### src/rtl/mem_pkg.sv
// mem_pkg: shared definitions for the store write port.
//   F3_SB/F3_SH/F3_SW : store-width encodings of funct3
//   state_t           : write-port FSM states
//   be_t              : 4-bit byte-enable vector, bit i = byte lane i
package mem_pkg;

  localparam logic [2:0] F3_SB = 3'b000;
  localparam logic [2:0] F3_SH = 3'b001;
  localparam logic [2:0] F3_SW = 3'b010;

  typedef enum logic [1:0] {
    S_IDLE,
    S_WRITE,
    S_DONE,
    S_ERR
  } state_t;

  typedef logic [3:0] be_t;

endpackage

### src/rtl/store_align.sv
// store_align: combinational lane replication, byte-enable generation and
// alignment/legality check for a store.
//   addr_lo : low two bits of the store byte address
//   data    : store data (rs2)
//   funct3  : store width
//   wdata   : data replicated across the lanes the width covers
//   be      : byte enables for the addressed lanes
//   err     : illegal width or misaligned address
module store_align
  import mem_pkg::*;
(
  input  logic [1:0]  addr_lo,
  input  logic [31:0] data,
  input  logic [2:0]  funct3,
  output logic [31:0] wdata,
  output be_t         be,
  output logic        err
);

  always_comb begin
    wdata = '0;
    be    = '0;
    err   = 1'b1;
    case (funct3)
      F3_SB: begin
        wdata = {4{data[7:0]}};
        be    = be_t'(4'b0001 << addr_lo);
        err   = 1'b0;
      end
      F3_SH: begin
        wdata = {2{data[15:0]}};
        be    = addr_lo[1] ? 4'b1100 : 4'b0011;
        err   = addr_lo[0];
      end
      F3_SW: begin
        wdata = data;
        be    = 4'b1111;
        err   = (addr_lo != 2'b00);
      end
      default: ;
    endcase
  end

endmodule

### src/rtl/mem_write_port.sv
// mem_write_port: issues one store to memory and waits for acknowledge,
// aborting after MAX_WAIT unacknowledged WRITE cycles.
//   clk, reset            : clock, synchronous active-high reset
//   st_req/st_addr/st_data/st_funct3 : store request (sampled in IDLE only)
//   mem_ack               : memory accepted the write
//   mem_addr/mem_wdata/mem_be/mem_we : registered memory write interface
//   st_busy/st_done/st_err: status back to the control FSM
//
// state   | meaning
// --------+-----------------------------------------------------------
// S_IDLE  | waiting for st_req
// S_WRITE | mem_we high, waiting for mem_ack or timeout
// S_DONE  | one-cycle st_done pulse
// S_ERR   | one-cycle st_err pulse (rejected request or timeout)
module mem_write_port
  import mem_pkg::*;
#(
  parameter int MAX_WAIT = 15
) (
  input  logic        clk,
  input  logic        reset,
  input  logic        st_req,
  input  logic [31:0] st_addr,
  input  logic [31:0] st_data,
  input  logic [2:0]  st_funct3,
  input  logic        mem_ack,
  output logic [31:0] mem_addr,
  output logic [31:0] mem_wdata,
  output be_t         mem_be,
  output logic        mem_we,
  output logic        st_busy,
  output logic        st_done,
  output logic        st_err
);

  localparam int CW = $clog2(MAX_WAIT + 1);
  // Count value seen during the last allowed WRITE cycle.
  localparam logic [CW-1:0] LAST_WAIT = CW'(MAX_WAIT - 1);

  state_t        state;
  logic [CW-1:0] wait_cnt;
  logic [31:0]   al_wdata;
  be_t           al_be;
  logic          al_err;

  store_align u_align (
    .addr_lo (st_addr[1:0]),
    .data    (st_data),
    .funct3  (st_funct3),
    .wdata   (al_wdata),
    .be      (al_be),
    .err     (al_err)
  );

  always_ff @(posedge clk) begin
    if (reset) begin
      state     <= S_IDLE;
      wait_cnt  <= '0;
      mem_addr  <= '0;
      mem_wdata <= '0;
      mem_be    <= '0;
      mem_we    <= 1'b0;
      st_busy   <= 1'b0;
      st_done   <= 1'b0;
      st_err    <= 1'b0;
    end else begin
      st_done <= 1'b0;
      st_err  <= 1'b0;
      case (state)
        S_IDLE: begin
          if (st_req) begin
            st_busy <= 1'b1;
            if (al_err) begin
              // Rejected requests leave the memory interface untouched.
              state  <= S_ERR;
              st_err <= 1'b1;
            end else begin
              state     <= S_WRITE;
              wait_cnt  <= '0;
              mem_addr  <= {st_addr[31:2], 2'b00};
              mem_wdata <= al_wdata;
              mem_be    <= al_be;
              mem_we    <= 1'b1;
            end
          end
        end
        S_WRITE: begin
          // Ack is checked first so an ack in the last allowed cycle wins.
          if (mem_ack) begin
            state   <= S_DONE;
            mem_we  <= 1'b0;
            st_done <= 1'b1;
          end else begin
            wait_cnt <= wait_cnt + 1'b1;
            if (wait_cnt == LAST_WAIT) begin
              state  <= S_ERR;
              mem_we <= 1'b0;
              st_err <= 1'b1;
            end
          end
        end
        S_DONE, S_ERR: begin
          state   <= S_IDLE;
          st_busy <= 1'b0;
        end
        default: begin
          state   <= S_IDLE;
          mem_we  <= 1'b0;
          st_busy <= 1'b0;
        end
      endcase
    end
  end

endmodule

### config.mk
export PLATFORM = sky130hd
export DESIGN_NAME = mem_write_port
export DESIGN_NICKNAME = d
export VERILOG_FILES = /design/src/rtl/mem_pkg.sv /design/src/rtl/store_align.sv /design/src/rtl/mem_write_port.sv
export SDC_FILE = /design/constraint.sdc
export NUM_CORES = 1
export LEC_CHECK = 0
export CORE_MARGIN = 4
export CORE_UTILIZATION = 46
export CTS_CLUSTER_DIAMETER = 100
export DETAILED_ROUTE_END_ITERATION = 8
export PLACE_DENSITY = 0.86
export SLEW_MARGIN = 20
export SYNTH_ARGS = -nofsm -noshare
export SYNTH_HDL_FRONTEND = slang
export SYNTH_HIERARCHICAL = 1
export SYNTH_SLANG_ARGS = --single-unit
export TNS_END_PERCENT = 100
### constraint.sdc
create_clock -name clk -period 3.9 [get_ports clk]
set_input_delay 1.17 -clock clk [delete_from_list [all_inputs] [get_ports clk]]
set_output_delay 1.17 -clock clk [all_outputs]
set_load 0.05 [all_outputs]
* Word-level counts from Yosys, hierarchy flattened
Cells that the tools add are included.
** Word-level totals
- Bits in registers :: 76
- Input port bits :: 71
- Output and inout port bits :: 72
- Logic and storage cells :: 61
** Operators by class
- $add $sub $neg :: 1
- Equality and inequality tests :: 10
- Shift operators :: 1
- Multiplexer cells :: 26
- Bitwise gates (word level) :: 2
- Reduce and logical (&&, ||, !) cells :: 12
** Operator list (number)
- 32-bit case mux with 3 select lines :: 1
- 4-bit two-way mux :: 4
- 4-bit case mux with 3 select lines :: 1
- 1-bit two-way mux :: 10
- 2-bit two-way mux :: 4
- 4-bit case mux with 2 select lines :: 1
- 4-bit AND reduction :: 2
- 2-bit != test (second input constant) :: 3
- 1-bit case mux with 2 select lines :: 3
- 2-bit case mux with 3 select lines :: 1
- 2-bit nonzero test :: 3
- 4-bit by 1-bit adder with 4-bit output (second input constant) :: 1
- 2-bit == test (second input constant) :: 2
- 4-bit == test (second input constant) :: 1
- 2-bit AND reduction :: 2
- 2-bit OR reduction :: 2
- 1-bit by 2-bit << shifter with 4-bit output (first input constant) :: 1
- 3-bit by 1-bit == test with 1-bit output (second input constant) :: 1
- 3-bit by 2-bit == test with 1-bit output (second input constant) :: 1
- 3-bit zero test :: 1
- 3-bit != test (second input constant) :: 1
- 1-bit case mux with 3 select lines :: 1
- 3-bit AND reduction :: 1
- 2-bit by 1-bit == test with 1-bit output (second input constant) :: 1
- other kinds (2) :: 3

* Longest topological paths before layout
Gate-level depths: netlist of run 1.
- Word-level depth :: 5
- Gate-level depth with buffers :: 10
- Mapped depth without buffers :: 5

* Modules after synthesis
Netlist of run 1, hierarchy kept.
** By module, submodules not included
- mem_write_port :: times used 1, cells each 343, area an instance 2757.6 µm², seq. area each 1521.5 µm²
- store_align :: times used 1, cells each 101, area an instance 556.8 µm², seq. area each 0.0 µm²

* Worst setup path before layout of run 1
No wires, ideal clock.
- Path kind :: input to register
- Start point :: input port st_funct3[1]
- End point :: register wait_cnt[0]
- Library setup time :: 127 ps
- Data arrival time :: 2716 ps
- Required time :: 3773 ps
- Slack :: 1057 ps
- Cell stages on the path :: 10
- Path buffers :: 5
- Cell sequence :: buf_2 -> buf_2 -> a21oi_1 -> o21bai_1 -> or4b_1 -> buf_2 -> buf_6 -> buf_6 -> nand4b_1 -> o31ai_1
** On the way
- Word-level cells in the longest chain between the ends :: 4
- Elaborated cells between the ends (all ways) :: 6
- Classes of those cells :: eq/ne (3); mux (1); reduce/logical (2)
** Ends and longest elaborated chain
- start: declaration :: line mem_write_port.sv:25 : input logic [2:0] st_funct3,
- 3-bit by 2-bit == test with 1-bit output (tied with other cells) :: line store_align.sv:24 : case (funct3)
- 1-bit case mux with 3 select lines * :: line store_align.sv:24
- named net al_err :: line mem_write_port.sv:44 : logic al_err;
- 2-bit != test (no line) *
- 4-bit AND reduction (no line) *
- end signal: assignment :: line mem_write_port.sv:94 : wait_cnt <= wait_cnt + 1'b1;
- end: declaration :: line mem_write_port.sv:41 : logic [CW-1:0] wait_cnt;
Mark *: on every way through the listed nets, which the timed path passes. The rest lies on a longest branch.
A chain may end at the register's enable or synchronous reset.

* Worst setup path after layout of run 1
- Start point :: input port st_funct3[0]
- End point :: register wait_cnt[0]
The elaborated chain is that of the path after synthesis.

==> metrics.md, run 1 <==
| Metric | Value |
|---|---|
| Syn Inst Count | `444` |
| Hold Path Depth | `2` |
| Mapped cell area | `3314 sq um` |
| Residual DRC | `0` |
| Vias in the first global route | `3,281` |
| Post-cts resize count | `0` |
| Layout cells sized above 1 | `0.04394` |
| Overall global routing resource usage | `0.2268` |
| DIE HEIGHT | `92.89 um` |
| Clock Pin Slew Worst Setup and Hold Paths | `0.07 ns` |
| Post-synth EDFFs | `0` |
| DRT iter0 DRCs | `152` |
| Initial antenna violation count | `0` |
| Placed Area | `4703 sq um` |
| Post-CTS Setup Bufs | `0` |
| Cell Rows | `30` |
| Initial Util | `0.4799` |
| DP HPWL | `7071 um` |
| Crit end category | `flop` |
| CP max FO | `42` |
| Ys async rst share | `0` |
| TritonCTS buffer count | `9` |
| Min-delay worst type | `flop to flop` |
| Worst-Margin Slew | `0.7331 ns` |
| Worst endpoint data arrival time | `3.33 ns` |
| Max Clk Rate | `0.3198 GHz` |
| Slew Viols, Final | `0` |
| Crit path required time | `4.10 ns` |
| Routed WL per cell | `14.73 um` |
| Layout Nets | `638` |
| Leak | `0.001659 uW` |
| Syn. warnings | `6` |
| FF-to-FF path depth | `4` |
| Synth area leaders | `dfxtp_1, nand2_1, a21oi_1` |
| Antenna Cells | `0` |
| H-tree Lvls | `3` |
| Fin util | `0.7076` |
| Total congestion overflow | `0` |
| Setup Skew | `0.005874 ns` |
| Syn Area/Cell | `7.465 sq um` |
| Drt pass-1 iters | `4` |
| Clk root buf | `clkbuf_8` |
| Synth-to-Final Area Change | `47.45%` |
| Count of clock tree sinks | `76` |
| Primary FF master, synth | `dfxtp_1` |
| Port-buffer cells | `140` |
| Cell with the most instances after synthesis | `nand2_1` |
| Pwr Density | `347.3 nW/um^2` |
| Worst setup SP type | `input pin` |
| Worst vdd ir | `0.0002225 V` |
| Design area | `4887 sq um` |
| # setup viols final | `0` |
| Die extent in x | `92.89 um` |
| RD Place Congestion | `0.8123` |
| Leading area contributor after synthesis | `dfxtp_1` |
| Synth top area share | `0.4590` |
| Flops & latches, synth | `76` |
| Core area | `6907 sq um` |
| Routed vias | `3,402` |
| PnR Total Power | `1697 uW` |
| RSZ-0062 raised after global routing | `false` |
| Seq/Total Area, Yosys | `0.4590` |
| Pin count of the biggest net entering global routing | `67` |
| Final WL | `9797 um` |
| TritonCTS clock tree | `done` |
| Top post-synthesis cells by count | `nand2_1, a21oi_1, dfxtp_1` |
| CP Class | `input pin to flop` |
| Vias per cell | `5.116` |
| Final period util | `0.8017` |
| Final ANT Viol Nets | `0` |
| Clock Tree Buf Depth | `2` |
| Synth unique cells | `34` |
| Fin crit period | `3.127 ns` |
| Count of final hold-check violations | `0` |
| First-pass GRT wire length | `15,590 um` |
| Status | `complete, no violations` |
| Max_cap viols | `0` |
| Fin cells | `665` |
| Num ports | `143` |
| Latest clock arrival within the worst-skew pair | `0.34 ns` |
| Sum Neg Setup Slack | `0 ns` |
| Post-CTS Hold Fix Bufs | `0` |
| Placed insts | `650` |
| Die area | `8628 sq um` |
| Max-slew headroom | `0.5113` |
[metrics by stage]
step	hold slack, ns	worst slack [ns]
2_1_floorplan	0.4654	1.057
3_3_place_gp	0.4415	0.4790
3_5_place_dp	0.4453	0.4434
4_1_cts	0.4553	0.8000
5_1_grt	0.4750	0.6547
6_report	0.4542	0.7734
[metal layers]
| layer | part of all wire | track usage |
|---|---|---|
| met5 | 0 | 0 |
| met4 | 0.032 | 0.08913 |
| met3 | 0.084 | 0.08123 |
| met2 | 0.48 | 0.3839 |
| met1 | 0.40 | 0.2597 |
[cells in the final DEF, fill, tap and decap left out, types with 4 or more instances in the layout]
cell and n:
inv_1 4, and2_1 8, dfxtp_1 76, o22ai_1 15, nor2_1 15, nor2b_1 13
clkdlybuf4s50_1 139, clkbuf_8 10, a21oi_1 98, o21ai_0 4, nand2_1 141, nor3_1 5
buf_4 5
[cell type report]
type	count	area, sq um
sequential	76	1521
timing repair buffer	147	1474
clock inverter	2	35.03
inverter	4	15.01
tap	96	120.1
clock buffer	13	148.9
fill	597	2019
multi-input combinational	327	1573
[sequential cells by signal, summed over array words and instances (netlist names)]
signal,count
mem_wdata,32
mem_we,1
mem_be,4
st_err,1
st_done,1
state,2
mem_addr,30
wait_cnt,4
st_busy,1
[power breakdown]
group,internal [uW],switching [uW]
registers,796,15.4
logic,135,172
clock network,310,269
[worst max-delay path, stage by stage]
cell and delay (ns):
clkdlybuf4s50_1 0.52, nor3_1 0.22, o21bai_1 0.11, or4b_2 0.84, buf_12 0.27, nand4b_1 0.11, o31ai_1 0.08
[cells by family (layout without fill, tap and decap cells)]
logic type,Yosys count,count (layout),share of synthesized area
buf+inv,42,166,0.07021
other cells,1,2,0.001131
flops,76,76,0.4590
simple gates,198,198,0.2582
compound gates,125,125,0.2039
fa+ha+maj,2,2,0.007549
[final timing paths]
check               start          end  slack (ns)
max          st_funct3[0]  wait_cnt[0]        0.77
min             mem_be[0]    mem_be[0]        0.45
max reg2reg      state[1]  wait_cnt[0]        1.98
min reg2reg     mem_be[0]    mem_be[0]        0.45
Note: power is estimated with default switching activity, not from simulation.
==> inputs of run 2 (changes only) <==
CORE_UTILIZATION = 42   (was 46)
PLACE_DENSITY = 0.8   (was 0.86)
clock period = 3.2 ns   (was 3.9 ns; I/O delays follow)
==> run 2 against run 1 <==
  * Die area up 8.7%
  * Worst setup slack worse by 0.26 ns
  * First-iteration DRC count rose by 29%
  * Combinational power up 22%
  * Via count up 0.12%
  * Routed wire length is 1.8% lower
  * Design area is 1.9% higher
  * Largest cell class unchanged
  * Register-to-register slack lost 0.48 ns
  * Sequential share of layout area shrank 0.59 points
  * Cell count grew 1.5%
  * Total power increased by 33%
  * Clock skew about the same
==> metrics.md, run 2 (synthesis gave the netlist of run 1 again) <==
| Metric | Value |
|---|---|
| Status | `complete, no violations` |
| TritonCTS clock tree | `done` |
| Synth-to-Final Area Change | `50.32%` |
| FF-to-FF path depth | `4` |
| Reg2Reg Setup Slack | `1.50 ns` |
| Worst-case hold path end point | `mem_addr[7]` |
| Clock Pin Slew Worst Setup and Hold Paths | `0.08 ns` |
| Final period util | `0.8382` |
| DRT iter0 DRCs | `196` |
| Top delay family on crit path | `simple AND/OR/NAND/NOR gates` |
| Vias in the first global route | `3,257` |
| Count of final hold-check violations | `0` |
| Drt pass-1 iters | `4` |
| Setup Skew | `0.006348 ns` |
| Cell Rows | `32` |
| DP HPWL | `7014 um` |
| Layout cells sized above 1 | `0.05585` |
| Overall global routing resource usage | `0.2008` |
| Cells along the critical path | `clkdlybuf4s50_1 > nor3_1 > o21bai_1 > or4b_2 > buf_12 > nand2_1 > a21oi_1` |
| Crit path required time | `3.40 ns` |
| Max-slew headroom | `0.4885` |
| CP max-delay cell | `or4b_2` |
| GR Util met2 | `0.3636` |
| Die extent in x | `96.84 um` |
| GR Util met1 | `0.2285` |
| Most frequent cells in the layout | `nand2_1, clkdlybuf4s50_1, a21oi_1` |
| Most common cell after layout, fill and taps aside | `nand2_1` |
| Num ports | `143` |
| Antenna Cells | `0` |
| Layout Nets | `641` |
| Placed insts | `659` |
| Pwr Density | `454.0 nW/um^2` |
| Leak | `0.001703 uW` |
| Reg-to-Reg Start | `state[1]` |
| Initial antenna violation count | `0` |
| Die area | `9377 sq um` |
| GR Util met3 | `0.05479` |
| First-pass GRT wire length | `15,590 um` |
| CP bufs+invs | `2` |
| RSZ-0062 raised after global routing | `false` |
| Hold Path Depth | `2` |
| Clock Tree Buf Depth | `2` |
| Final ANT Viol Nets | `0` |
| TritonCTS buffer count | `9` |
| Post-CTS Setup Bufs | `0` |
| H-tree Lvls | `3` |
| Max FFs per register | `32` |
| CP Class | `input pin to flop` |
| Total congestion overflow | `0` |
| Pin count of the biggest net entering global routing | `62` |
| Core area | `7687 sq um` |
| Min-delay worst type | `flop to flop` |
| Crit-path max cell delay | `0.68 ns` |
| Worst setup SP type | `input pin` |
| Worst endpoint data arrival time | `2.88 ns` |
| Top reg by flops | `mem_wdata` |
| Crit end category | `flop` |
| DIE HEIGHT | `96.84 um` |
| Largest regs | `mem_wdata x32, mem_addr x30` |
| Fin crit period | `2.682 ns` |
| Worst vdd ir | `0.0002373 V` |
| Clk root buf | `clkbuf_8` |
| Max Clk Rate | `0.3728 GHz` |
| Max_cap viols | `0` |
| Worst Hold Launch | `mem_addr[7]` |
| Latest clock arrival within the worst-skew pair | `0.34 ns` |
| Reg2reg end | `mem_wdata[14]` |
| Final WL | `9624 um` |
| Count of clock tree sinks | `76` |
| Worst-Margin Slew | `0.7673 ns` |
| Routed WL per cell | `14.26 um` |
| Vias per cell | `5.046` |
| Post-cts resize count | `0` |
| Port-buffer cells | `140` |
| Residual DRC | `0` |
| Initial Util | `0.4312` |
| Slew Viols, Final | `0` |
| GRT busiest layer | `met2` |
| CP max FO | `61` |
| Sum Neg Setup Slack | `0 ns` |
| RD Place Congestion | `0.8247` |
| # setup viols final | `0` |
| Post-CTS Hold Fix Bufs | `0` |
| Fin cells | `675` |
| Routed vias | `3,406` |
run 2: layout make-up:
cell class | instances | area [sq um]
clock inverters | 6 | 111.4
clock buffers | 10 | 137.6
multi-input cells | 327 | 1573
flip-flops and latches | 76 | 1521
fillers | 661 | 2705
well taps | 102 | 127.6
inverters | 4 | 15.01
repair buffers | 150 | 1496
run 2: worst register-to-register path: stages (launching register included):
cell and delay [ns]:
dfxtp_1 0.42, or4b_2 0.73, buf_12 0.23, nand2_1 0.12, a21oi_1 0.07
run 2: worst max path at each step:
stage	from	to	slack [ns]	cells after the start
floorplan	st_funct3[1]	wait_cnt[0]	0.57	10
global placement	st_funct3[0]	mem_wdata[13]	0.25	7
detailed placement	st_funct3[0]	mem_wdata[29]	0.18	7
CTS	st_funct3[0]	mem_wdata[29]	0.54	7
global route	st_funct3[0]	mem_wdata[14]	0.37	7
finish	st_funct3[0]	mem_wdata[14]	0.52	7
run 2: through the flow:
step                  util  setup slack (ns)  hold slack [ns]  power [uW]  cell area [sq um]
floorplan                -            0.5668           0.4654        1226               3318
global placement    0.6157            0.2549           0.4412        1379               4733
detailed placement  0.6157            0.1809           0.4458        1386               4733
CTS                 0.6481            0.5393           0.4572        2279               4982
global route        0.6481            0.3728           0.4721        2346               4982
finish              0.6481            0.5179           0.4550        2262               4982
run 2: per-layer routing:
layer,part of all wire,vias to the layer above
met5,0,-
met4,0.013,0
met3,0.072,11
met2,0.51,108
met1,0.41,1569
li1,-,1718
run 2: where the power goes:
group / leakage (uW) / internal, uW / switching (uW) / total [uW]
sequential: 0.000615 / 970 / 17.9 / 988
clock: 0.000122 / 539 / 359 / 898
combinational: 0.000966 / 167 / 209 / 376
total: 0.00170 / 1680 / 586 / 2260
==> inputs of run 3 (changes only) <==
CORE_UTILIZATION = 38   (was 42)
PLACE_DENSITY = 0.76   (was 0.8)
clock period = 2.2 ns   (was 3.2 ns; I/O delays follow)
==> run 3 against run 2 <==
  * Largest cell class is now non-clock buffers
  * Critical path depth shrank 6
  * Sequential cell count unchanged
  * Total power grew 31%
  * Register-to-register slack worse by 0.92 ns
  * Sequential share of layout area fell by 0.97 points
  * Sequential power up 46%
  * Count of clock-buffer cells in the layout rose by 2
  * Cell count up 2.4%
  * Design area grew 3.3%
  * Via count increased by 3.1%
==> metrics.md, run 3 (synthesis gave the netlist of run 1 again) <==
| Metric | Value |
|---|---|
| Design area | `5145 sq um` |
| Max-slew headroom | `0.6429` |
| TritonCTS buffer count | `9` |
| Sw frac | `0.2861` |
| Latest clock arrival within the worst-skew pair | `0.35 ns` |
| Most common cell after layout, fill and taps aside | `nand2_1` |
| Leak | `0.002234 uW` |
| GR Util met3 | `0.05785` |
| Clock Pin Slew Worst Setup and Hold Paths | `0.08 ns` |
| Worst endpoint data arrival time | `1.50 ns` |
| Final WL | `10,460 um` |
| Count of clock tree sinks | `76` |
| Fin crit period | `2.159 ns` |
| Worst Hold Launch | `mem_addr[20]` |
| Vias in the first global route | `3,458` |
| NetSw | `850.0 uW` |
| Num ports | `143` |
| Routed WL per cell | `15.14 um` |
| DRT iter0 DRCs | `192` |
| Clk root buf | `clkbuf_8` |
| Top reg by flops | `mem_wdata` |
| CP max-delay cell | `clkdlybuf4s50_1` |
| Clock share of power | `0.316` |
| GR Util met2 | `0.3410` |
| RSZ-0062 raised after global routing | `false` |
| Pwr Density | `577.4 nW/um^2` |
| Reg2reg end | `mem_we` |
| Largest regs | `mem_wdata x32, mem_addr x30` |
| Overall global routing resource usage | `0.2070` |
| Layout cells sized above 1 | `0.1177` |
| First-pass GRT wire length | `16,800 um` |
| Crit path required time | `1.54 ns` |
| Crit end category | `output pin` |
| H-tree Lvls | `3` |
| Initial Util | `0.3974` |
| Hold Path Depth | `2` |
| FF-to-FF path depth | `5` |
| Min-delay worst type | `flop to flop` |
| Reg2Reg Setup Slack | `0.58 ns` |
| DP HPWL | `7463 um` |
| Final period util | `0.9815` |
| Cell Rows | `33` |
| Slew Viols, Final | `0` |
| Cells along the critical path | `clkdlybuf4s50_1` |
| Routed vias | `3,510` |
| Pin count of the biggest net entering global routing | `48` |
| Worst-case hold path end point | `mem_addr[20]` |
| DIE HEIGHT | `101.4 um` |
| Residual DRC | `0` |
| Placed Area | `4765 sq um` |
| Drt pass-1 iters | `4` |
| Count of final hold-check violations | `0` |
| Clock Tree Buf Depth | `2` |
| Top delay family on crit path | `buffers and inverters` |
| Max FFs per register | `32` |
| Worst setup SP type | `flop` |
| Total congestion overflow | `0` |
| Post-CTS Hold Fix Bufs | `0` |
| GR Util met1 | `0.2629` |
| Pint | `2121 uW` |
| Seq pwr share | `0.484` |
| Worst vdd ir | `0.0005335 V` |
| Crit-path max cell delay | `0.81 ns` |
| CP max FO | `2` |
| Reg-to-Reg Start | `wait_cnt[0]` |
| TritonCTS clock tree | `done` |
| Die extent in x | `101.4 um` |
| GRT busiest layer | `met2` |
| Logic gate share of total power | `0.199` |
| Port-buffer cells | `140` |
| Worst-Margin Slew | `0.5348 ns` |
| Max Clk Rate | `0.4631 GHz` |
| Die area | `10,280 sq um` |
| Layout Nets | `654` |
| Setup Skew | `0.006865 ns` |
| Status | `complete, no violations` |
| CP Class | `flop to output pin` |
| Final ANT Viol Nets | `0` |
| CP bufs+invs | `1` |
| Most frequent cells in the layout | `nand2_1, a21oi_1, clkdlybuf4s50_1` |
| Max_cap viols | `0` |
| Sum Neg Setup Slack | `0 ns` |
| # setup viols final | `0` |
| Initial antenna violation count | `0` |
| Vias per cell | `5.080` |
| Crit path from | `mem_wdata[5]` |
| Synth-to-Final Area Change | `55.23%` |
| RD Place Congestion | `0.8223` |
| Core area | `8341 sq um` |
| Antenna Cells | `0` |
==> run 3: cell type report <==
type,count,area (sq um)
Tap cell,105,131.4
Fill cell,754,3196
Sequential cell,76,1521
Clock buffer,12,145.1
Clock inverter,4,25.02
Multi-Input combinational cell,327,1608
Inverter,4,15.01
Timing Repair Buffer,163,1699
==> run 3: worst max-delay path by stage <==
| stage | end | slack [ns] | depth (start not counted) |
|---|---|---|---|
| floorplan | wait_cnt[0] | -0.08 | 10 |
| global placement | wait_cnt[0] | -0.54 | 8 |
| detailed placement | wait_cnt[1] | -0.57 | 8 |
| CTS | mem_wdata[16] | 0.01 | 1 |
| global route | mem_addr[6] | 0.0002 | 1 |
| finish | mem_wdata[5] | 0.04 | 1 |
==> run 3: routing by layer <==
metal	vias to the layer above	wire [um]
met5	-	0
met4	0	119
met3	9	882
met2	133	5164
met1	1622	4294
li1	1746	-
==> run 3: power by group through the flow <==
| stage | clock [uW] | sequential [uW] | combinational, uW |
|---|---|---|---|
| global route | 1030 | 1440 | 638 |
| global placement | 0 | 1470 | 554 |
| CTS | 967 | 1440 | 594 |
| floorplan | 0 | 1570 | 223 |
| finish | 940 | 1440 | 593 |
| detailed placement | 0 | 1470 | 561 |
==> run 3: what timing repair did <==
action / in CTS / in global routing
gates resized for setup: 12 / 23
setup endpoints to repair: 71 / 53
pin swaps: 2 / 0
buffers inserted: 1 / 0
gates cloned: 4 / 0
==> run 3: through the flow <==
step                instances  utilization  worst slack [ns]  hold WS (ns)  total power (uW)
floorplan                 445            -          -0.08323        0.4654              1793
global placement          670       0.5713           -0.5437        0.4387              2023
detailed placement        670       0.5713           -0.5658        0.4430              2032
CTS                       691       0.6098           0.01229        0.4545              2999
global route              691       0.6169         0.0002026        0.4719              3111
finish                    691       0.6169           0.04065        0.4508              2971
==> variant: new RTL, settings of run 3 <==
Change the parameter `MAX_WAIT` from 15 to 17.
--- a/src/rtl/mem_write_port.sv
+++ b/src/rtl/mem_write_port.sv
@@ -17,3 +17,3 @@
 #(
-  parameter int MAX_WAIT = 15
+  parameter int MAX_WAIT = 17
 ) (
Behaviour: same outputs for any inputs over 10 cycles, from zero or initial values and one cycle with reset high; that may be too few to reach the edited logic, so the function may still have changed.
==> variant against run 3 <==
Sequential cell count increased by 1; utilization increased by 0.43 points; critical endpoint is now mem_be[1]; wire length increased by 2.5%; final area increased by 1.2%; worst hold slack improved by 0.0030 ns; area after synthesis increased by 0.68%; total power increased by 3.6%; setup slack got worse by 0.0048 ns.
==> variant: results (changes against run 3) <==
[run_status]
run_status = finished, final reports clean

[placement]
placed_cell_area_sq_mm = 0.00489  ; +2.7%
place.gp.congestion = 0.866  ; +5.3%
portBuffers = 140  ; unchanged
dp.final_hpwl_mm = 7.86  ; +5.3%

[worst_setup_path]
reg2reg_slack_ns = 0.66  ; +0.08 ns
worstSetupEndpoint = mem_be[1]
worstSetupStartpoint = mem_be[1]$_SDFFE_PP0P_
critPathMaxFanout = 2  ; unchanged
worstReg2RegStart = state[0]$_SDFFE_PP0P_
worst_path_largest_cell_delay_ns = 0.82
timing.rr.end = wait_cnt[4]$_SDFFE_PP0P_
cpMaxStageDelayCell = sky130_fd_sc_hd__clkdlybuf4s50_1
ff_to_ff_path_depth = 3  ; -2
worst-endpoint-arrival_ns = 1.50  ; about the same

[grt]
grt_max_degree = 32  ; -33%
groute.layer.met2.usage_pct = 36.4  ; +2.3 points
grt_util_met1_pct = 24.9  ; -1.3 points
grt_pass1_wl_mm = 17.0  ; +1.5%
grt_util_met3_pct = 6.06  ; +0.28 points
via_count_of_the_first_global_routing_pass = 3557  ; +2.9%
grt_usage_pct = 20.8  ; +0.10 points

[clocking]
clock_insertion_delay_worst_skew_ns = 0.34
numCtsBuffers = 9  ; unchanged
max_clock_buf_depth = 2  ; unchanged
cts_htree_levels = 3  ; unchanged
clk_root_buffer_cell = sky130_fd_sc_hd__clkbuf_8
clk_transition_reported_paths_ns = 0.08  ; about the same

[final_layout]
fraction_of_final_layout_cells_sized_beyond_drive_strength_1_pct = 11.4  ; -0.37 points
largestRegisters = mem_wdata: 32 flops, mem_addr: 30 flops, wait_cnt: 5 flops
finalNetCount = 664  ; +1.5%
num_antenna_cells = 0  ; unchanged

[yosys]
synthTopCellsByArea = sky130_fd_sc_hd__dfxtp_1, sky130_fd_sc_hd__nand2_1, sky130_fd_sc_hd__a21oi_1, sky130_fd_sc_hd__o22ai_1, sky130_fd_sc_hd__nor2b_1
post_synth_num_cell_types = 35  ; +2.9%
async_flop_share_pct = 0  ; unchanged
synth_seq_area_share_pct = 46.2  ; +0.29 points
netlist_top_cells_count = sky130_fd_sc_hd__nand2_1, sky130_fd_sc_hd__a21oi_1, sky130_fd_sc_hd__dfxtp_1
dominantRegCellSynth = sky130_fd_sc_hd__dfxtp_1

[power_and_ir_drop]
p_leak_nw = 2.39  ; +6.9%
vdd_ir_drop_max_uv = 308  ; -42%

[sta]
finalClockSkew_ns = 0.00488  ; -0.00198 ns
tightest_slew_ns = 0.561  ; +0.0263 ns

[routing]
detail_route.iter0.violations = 203  ; +5.7%
via_count_of_the_routed_design = 3530  ; +0.57%
route.detailed.wl_per_inst_microns = 15.3  ; +1.0%
drt-pass1-iter-count = 6  ; +2

[min_path]
holdCritPathClass = reg2reg

variant: area by class of cell:
| type | instances | area [sq um] |
|---|---|---|
| Timing Repair Buffer | 169 | 1710 |
| Tap cell | 105 | 131 |
| Clock buffer | 10 | 128 |
| Inverter | 6 | 22.5 |
| Fill cell | 744 | 3180 |
| Sequential cell | 77 | 1540 |
| Multi-Input combinational cell | 328 | 1610 |
| Clock inverter | 6 | 63.8 |
variant: worst min path at each step:
stage | from | end | slack, ns | cells after the start
6_report | mem_addr[10]$_SDFFE_PP0P_ | mem_addr[10]$_SDFFE_PP0P_ | 0.45 | 2
5_1_grt | mem_wdata[30]$_SDFFE_PP0P_ | mem_wdata[30]$_SDFFE_PP0P_ | 0.48 | 2
4_1_cts | mem_addr[29]$_SDFFE_PP0P_ | mem_addr[29]$_SDFFE_PP0P_ | 0.46 | 2
3_5_place_dp | mem_addr[29]$_SDFFE_PP0P_ | mem_addr[29]$_SDFFE_PP0P_ | 0.45 | 2
3_3_place_gp | mem_addr[26]$_SDFFE_PP0P_ | mem_addr[26]$_SDFFE_PP0P_ | 0.44 | 2
2_1_floorplan | wait_cnt[4]$_SDFFE_PP0P_ | wait_cnt[4]$_SDFFE_PP0P_ | 0.45 | 2
variant: repair_timing:
item	4_1_cts	5_1_grt
cloned	1	0
gates resized for setup	8	30
setup buffers	1	0
setup endpoints to repair	71	30
variant: metal layers:
| metal | vias to the layer above | share of wire, % |
|---|---|---|
| met2 | 133 | 50 |
| met1 | 1611 | 41 |
| met3 | 16 | 7.3 |
| met5 | - | 0 |
| met4 | 0 | 2.0 |
| li1 | 1770 | - |
variant: per-stage QoR:
stage	setup WS (ns)	hold slack, ns	TNS (ns)	instances
after floorplan	-0.0654	0.453	-1.48	449
after global placement	-0.553	0.439	-37.03	683
after detailed placement	-0.556	0.446	-36.06	683
after CTS	0.00650	0.457	0	701
after global routing	0.00168	0.480	0	701
final	0.0359	0.454	0	701
variant: power by group:
part	switching, mW	internal [mW]	total [mW]	leakage [nW]
combinational	0.322	0.267	0.589	1.67
clock	0.512	0.522	1.03	0.0923
sequential	0.0263	1.43	1.45	0.623
total	0.860	2.22	3.08	2.39
variant: cell families after synthesis:
group                      after synthesis  synth area share (%)
adders and majority gates                2                 0.750
and+or+nand+nor                        198                  25.9
AOI/OAI and AO/OA                      126                  20.2
DFF                                     77                  46.2
buffers and inverters                   44                  6.86
other                                    1                 0.112
